$ cat src/rtl/pipe_pkg.sv
// Shared widths and field layout for the EX->MEM bundle carried by pipe_stage_chain.
// The control bit indices and payload offsets match the legacy EM register.
package pipe_pkg;

  localparam int EM_CTRL_W = 3;

  localparam int CTRL_REG_WRITE  = 0;
  localparam int CTRL_MEM_TO_REG = 1;
  localparam int CTRL_MEM_WRITE  = 2;

  localparam int EM_DATA_W = 69;

  // Payload layout, LSB first: write_reg, write_data, alu_result.
  localparam int WRITE_REG_LSB  = 0;
  localparam int WRITE_REG_W    = 5;
  localparam int WRITE_DATA_LSB = WRITE_REG_LSB + WRITE_REG_W;
  localparam int WRITE_DATA_W   = 32;
  localparam int ALU_RESULT_LSB = WRITE_DATA_LSB + WRITE_DATA_W;
  localparam int ALU_RESULT_W   = 32;

  typedef struct packed {
    logic [ALU_RESULT_W-1:0] alu_result;
    logic [WRITE_DATA_W-1:0] write_data;
    logic [WRITE_REG_W-1:0]  write_reg;
  } em_data_t;

endpackage

$ cat src/rtl/pipe_slot.sv
// One register slot of the stage chain: valid + control + payload.
// An invalid slot always holds ctrl=0; its payload is kept as-is.
module pipe_slot #(
  parameter int CTRL_W = 3,
  parameter int DATA_W = 69
) (
  input  logic              clk,
  input  logic              rst_n,
  input  logic              flush,
  input  logic              load,
  input  logic              src_valid,
  input  logic [CTRL_W-1:0] src_ctrl,
  input  logic [DATA_W-1:0] src_data,
  output logic              valid,
  output logic [CTRL_W-1:0] ctrl,
  output logic [DATA_W-1:0] data
);

  logic              valid_reg;
  logic [CTRL_W-1:0] ctrl_reg;
  logic [DATA_W-1:0] data_reg;

  always_ff @(posedge clk or negedge rst_n) begin
    if (!rst_n) begin
      valid_reg <= 1'b0;
      ctrl_reg  <= '0;
      data_reg  <= '0;
    end else if (flush) begin
      valid_reg <= 1'b0;
      ctrl_reg  <= '0;
    end else if (load) begin
      // Loading from an empty source turns this slot into a bubble.
      valid_reg <= src_valid;
      ctrl_reg  <= src_valid ? src_ctrl : '0;
      if (src_valid) begin
        data_reg <= src_data;
      end
    end
  end

  assign valid = valid_reg;
  assign ctrl  = ctrl_reg;
  assign data  = data_reg;

endmodule

$ cat src/rtl/pipe_stage_chain.sv
// DEPTH-deep inter-stage register chain with valid/ready backpressure, bubble
// collapsing and synchronous flush. Slot 0 faces the producer, slot DEPTH-1 the consumer.
module pipe_stage_chain
  import pipe_pkg::*;
#(
  parameter int DEPTH  = 2,
  parameter int CTRL_W = EM_CTRL_W,
  parameter int DATA_W = EM_DATA_W,
  parameter int CNT_W  = $clog2(DEPTH + 1)
) (
  input  logic              clk,
  input  logic              rst_n,
  input  logic              in_valid,
  output logic              in_ready,
  input  logic [CTRL_W-1:0] in_ctrl,
  input  logic [DATA_W-1:0] in_data,
  input  logic              flush,
  output logic              out_valid,
  input  logic              out_ready,
  output logic [CTRL_W-1:0] out_ctrl,
  output logic [DATA_W-1:0] out_data,
  output logic [CNT_W-1:0]  occupancy,
  output logic [DEPTH-1:0]  slot_valid
);

  logic [DEPTH-1:0]  v;
  logic [DEPTH-1:0]  rdy;
  logic [CTRL_W-1:0] slot_ctrl [DEPTH];
  logic [DATA_W-1:0] slot_data [DEPTH];

  logic             push;
  logic             pop;
  logic [CNT_W-1:0] occ_reg;
  logic [CNT_W-1:0] occ_next;

  genvar gi;
  generate
    for (gi = 0; gi < DEPTH; gi++) begin : g_slot
      // Slot gi can take new content unless it and every slot downstream are
      // full with the consumer stalled; written flat to avoid a bit-level loop.
      assign rdy[gi] = out_ready | ~(&v[DEPTH-1:gi]);

      if (gi == 0) begin : g_head
        pipe_slot #(
          .CTRL_W(CTRL_W),
          .DATA_W(DATA_W)
        ) u_slot (
          .clk      (clk),
          .rst_n    (rst_n),
          .flush    (flush),
          .load     (rdy[gi]),
          .src_valid(in_valid & in_ready),
          .src_ctrl (in_ctrl),
          .src_data (in_data),
          .valid    (v[gi]),
          .ctrl     (slot_ctrl[gi]),
          .data     (slot_data[gi])
        );
      end else begin : g_body
        pipe_slot #(
          .CTRL_W(CTRL_W),
          .DATA_W(DATA_W)
        ) u_slot (
          .clk      (clk),
          .rst_n    (rst_n),
          .flush    (flush),
          .load     (rdy[gi]),
          .src_valid(v[gi-1]),
          .src_ctrl (slot_ctrl[gi-1]),
          .src_data (slot_data[gi-1]),
          .valid    (v[gi]),
          .ctrl     (slot_ctrl[gi]),
          .data     (slot_data[gi])
        );
      end
    end
  endgenerate

  assign in_ready = rdy[0] & ~flush;

  assign push = in_valid & in_ready;
  assign pop  = v[DEPTH-1] & out_ready;

  // Bubbles never change the count, so occupancy only tracks push/pop.
  always_comb begin
    occ_next = occ_reg;
    if (flush) begin
      occ_next = '0;
    end else begin
      unique case ({push, pop})
        2'b10:   occ_next = occ_reg + CNT_W'(1);
        2'b01:   occ_next = occ_reg - CNT_W'(1);
        default: occ_next = occ_reg;
      endcase
    end
  end

  always_ff @(posedge clk or negedge rst_n) begin
    if (!rst_n) begin
      occ_reg <= '0;
    end else begin
      occ_reg <= occ_next;
    end
  end

  assign occupancy  = occ_reg;
  assign slot_valid = v;
  assign out_valid  = v[DEPTH-1];
  assign out_ctrl   = slot_ctrl[DEPTH-1];
  assign out_data   = slot_data[DEPTH-1];

endmodule

$ cat config.mk
export PLATFORM = sky130hd
export DESIGN_NAME = pipe_stage_chain
export DESIGN_NICKNAME = d
export VERILOG_FILES = /design/src/rtl/pipe_pkg.sv /design/src/rtl/pipe_slot.sv /design/src/rtl/pipe_stage_chain.sv
export SDC_FILE = /design/constraint.sdc
export NUM_CORES = 1
export LEC_CHECK = 0
export BUFFER_PORTS_ARGS = -buffer_cell sky130_fd_sc_hd__buf_4
export CAP_MARGIN = 30
export CORE_ASPECT_RATIO = 1.1
export CORE_MARGIN = 5
export CORE_UTILIZATION = 42
export CTS_CLUSTER_SIZE = 25
export DETAILED_ROUTE_END_ITERATION = 8
export PLACE_DENSITY = 0.64
export SYNTH_ARGS = -nofsm -noshare
export SYNTH_HDL_FRONTEND = slang
export SYNTH_SLANG_ARGS = --single-unit
$ cat constraint.sdc
create_clock -name clk -period 2.2 [get_ports clk]
set_input_delay 0.22 -clock clk [delete_from_list [all_inputs] [get_ports clk]]
set_output_delay 0.22 -clock clk [all_outputs]
set_load 0.02 [all_outputs]
==> results.rst <==
.. list-table::
   :header-rows: 1

   * - Metric
     - Value
   * - Layout cell share with drive strength beyond 1
     - 62.86%
   * - Via-to-Cell Ratio
     - 4.957
   * - Htree depth
     - 4
   * - Die Area
     - 15,790 µm²
   * - Most frequent cells in the layout
     - sky130_fd_sc_hd__buf_4, sky130_fd_sc_hd__dfrtp_1, sky130_fd_sc_hd__mux2_2
   * - Net count after synthesis
     - roughly 420
   * - Die Y
     - 131.3 µm
   * - CTS tree
     - done
   * - DRC viols
     - 0
   * - Number of different library cells in the post-synthesis netlist
     - 25
   * - Sequential cell area fraction in the yosys report
     - 65.92%
   * - Cell at the root of the clock tree
     - sky130_fd_sc_hd__clkbuf_16
   * - Gpl congestion
     - 0.7379
   * - DIE WIDTH
     - 120.3 µm
   * - Commonest non-fill, non-tap cell in the layout
     - sky130_fd_sc_hd__buf_4
   * - Net total in the final layout
     - 583
   * - Postcts setup bufs
     - 0
   * - Count of hold buffers inserted by post-cts repair
     - 1
   * - Cells along the critical path
     - nor2b_1 > a21oi_4 > buf_12 > mux2_2
   * - Post-route minimum period
     - around 1.9 ns
   * - Wire length per cell
     - 17.02 µm
   * - Number of diodes
     - 0
   * - CTS Buf Count
     - 17
   * - Count of TritonRoute iterations in the first routing pass
     - 4
   * - Required time of the critical path
     - around 2.5 ns
   * - Clock Latency Late Sink
     - 0.41 ns
   * - Clk_skew
     - 0.01126 ns
   * - P_leak
     - 3.453 nW
   * - Total via count after detailed routing
     - 3,361
   * - CTS max path bufs
     - 2
   * - Hold Path Class
     - in -> reg
   * - Max-cap violations
     - 0
   * - Number of resized instances in the post-cts repair step
     - 0
   * - Layout overhead on the synthesized area
     - 34.10%
   * - Starting density of the core
     - 42.70%
   * - Detailed Route Iter0 Violations
     - 133
   * - Slowest cell on the critical path
     - sky130_fd_sc_hd__dfrtp_1
   * - Share of the clock period used by the worst path
     - 84.12%
   * - Max Slew Vio Count
     - 0
   * - Relative slew margins
     - 64.06%
   * - Number of synthesis warnings
     - 0
   * - Clock slew at reported path FFs
     - 0.06 ns
   * - Number of antenna violations at the first check in global routing
     - 0
   * - Max FO, Critical Path
     - 33
   * - Setup repair after global routing missed its margin
     - false
   * - Final TNS setup
     - 0 ns
   * - Total routing resource utilization after global routing
     - 15.45%
   * - Number of storage elements in the synthesis netlist
     - between 100 and 150
   * - Final count of hold timing violations
     - 0
   * - Critical Path Start Type
     - flop
   * - Placed wire-length estimate after detailed placement
     - 8.262 mm
   * - Largest stage delay, worst path
     - 0.44 ns
   * - Max rail drop VDD
     - about 760 µV
   * - FMAX
     - 540.3 MHz
   * - Final core area utilization
     - 57.26%
   * - Post-synthesis instance area
     - 5618 µm²
   * - Setup slack of the most critical reg-to-reg path
     - between 0.3 and 0.4 ns
   * - Power density over the cells
     - ~1100 nW/µm²
   * - Number of cells produced by synthesis
     - 341
   * - Setup violations, final
     - 0
   * - Maximum number of pins on one net before global-route repair
     - 59
   * - Routed WL
     - 11.54 mm
   * - Grt ovf
     - 0
   * - Worst Tran Pin Value
     - around 0.54 ns
   * - # rows
     - 44
   * - Port Buf Inserts
     - 154
   * - Worst setup EP type
     - flop
   * - WP data arrival
     - approximately 2.1 ns
   * - Number of top-level design ports
     - 155
   * - Dpl cell area
     - 6982 µm²
   * - Global-route wire length before repair
     - 19.20 mm
   * - Average size of a mapped cell
     - around 16 µm²
   * - Worst setup path class
     - reg -> reg
   * - Clock sinks
     - 148
   * - Design area
     - 7533 µm²
   * - Core region area
     - 13,160 µm²
   * - Number of nets still failing antenna checks after routing
     - 0
   * - Number of global-route vias before repair
     - 3,737
   * - Outcome
     - complete, no violations
-- cell type report --
| class | instances | area [µm²] |
|---|---|---|
| fillers | 1064 | 5624 |
| flip-flops and latches | 148 | 3704 |
| multi-input cells | 174 | 1792 |
| repair buffers | 165 | 1295 |
| clock buffers | 24 | 461.7 |
| well taps | 161 | 201.4 |
| clock inverters | 6 | 80.08 |
-- worst max-delay path, delay by kind of cell (launching register included) --
| family | cells | cell delay, ns |
|---|---|---|
| buf+inv | 1 | 0.28 |
| compound gates | 1 | 0.44 |
| simple gates | 1 | 0.19 |
| flops | 1 | 0.44 |
| mux | 1 | 0.36 |
-- path summary, 6_finish.rpt --
path | startpoint | depth (start not counted) | end
hold / removal | in_data[13] | 2 | g_slot[0].g_head.u_slot.data[13]
max in group asynchronous | rst_n | 3 | g_slot[0].g_head.u_slot.data[66]
hold reg to reg | g_slot[0].g_head.u_slot.data[64] | 1 | g_slot[0].g_head.u_slot.data[64]
min in group asynchronous | rst_n | 2 | g_slot[1].g_body.u_slot.data[2]
setup / recovery | g_slot[1].g_body.u_slot.valid | 4 | g_slot[0].g_head.u_slot.data[48]
setup reg to reg | g_slot[1].g_body.u_slot.valid | 4 | g_slot[0].g_head.u_slot.data[48]
-- power by group --
group / total, W / internal (W) / switching, W
sequential: 0.00363 / 0.00332 / 0.000308
clock: 0.00268 / 0.00168 / 0.00100
combinational: 0.00204 / 0.00106 / 0.000976
total: 0.00835 / 0.00606 / 0.00228
-- stage by stage --
step	power [W]	hold slack [ns]	cells	setup WS (ns)
6_report	0.008346	0.03598	678	0.3493
5_1_grt	0.008773	0.01928	678	0.2533
4_1_cts	0.008473	0.01355	678	0.3399
3_5_place_dp	0.005766	0.2136	647	0.3627
3_3_place_gp	0.005691	0.2103	647	0.4027
2_1_floorplan	0.004734	-0.07559	341	0.4584
-- metal layers --
metal  up-vias  track usage, %  routed length [µm]  share of wire, %
met5         -               0                   0                 0
met4         0           6.675                 234               2.0
met3        16           5.030                 733               6.4
met2        94           26.15                6058                53
met1      1715           17.97                4512                39
li1       1536               -                   -                 -
-- logic make-up (layout without fill, tap and decap cells) --
family | after synthesis | after routing | synth area share [%]
and+or+nand+nor | 22 | 22 | 2.205
AOI/OAI and AO/OA | 13 | 13 | 1.737
DFF | 148 | 148 | 65.92
buffers and inverters | 19 | 195 | 2.272
muxes | 139 | 139 | 27.86
-- synth_stat cells --
library cell               number  share of area [%]
sky130_fd_sc_hd__o211ai_1       1               0.13
sky130_fd_sc_hd__a21oi_4        1               0.29
sky130_fd_sc_hd__mux2_1         5                1.0
sky130_fd_sc_hd__nand2b_1       3               0.33
sky130_fd_sc_hd__nor2b_1        3               0.33
sky130_fd_sc_hd__or2_2          1               0.11
sky130_fd_sc_hd__a21oi_1        4               0.36
sky130_fd_sc_hd__and3b_1        2               0.31
sky130_fd_sc_hd__nand3_1        3               0.27
sky130_fd_sc_hd__nand3b_1       1               0.13
sky130_fd_sc_hd__a21boi_0       1               0.13
sky130_fd_sc_hd__buf_4         11                1.5
sky130_fd_sc_hd__a211oi_1       1               0.13
sky130_fd_sc_hd__dfrtp_1      148                 66
sky130_fd_sc_hd__mux2_2       134                 27
sky130_fd_sc_hd__clkbuf_1       1              0.067
sky130_fd_sc_hd__nor3b_1        1               0.13
sky130_fd_sc_hd__nor2_2         1               0.11
sky130_fd_sc_hd__buf_6          1               0.20
sky130_fd_sc_hd__buf_2          6               0.53
sky130_fd_sc_hd__nor2_1         4               0.27
sky130_fd_sc_hd__nand2_1        3               0.20
sky130_fd_sc_hd__o21ai_0        1              0.089
sky130_fd_sc_hd__a22oi_1        1               0.13
sky130_fd_sc_hd__a22o_1         3               0.47
Note: power is estimated with default switching activity, not from simulation.
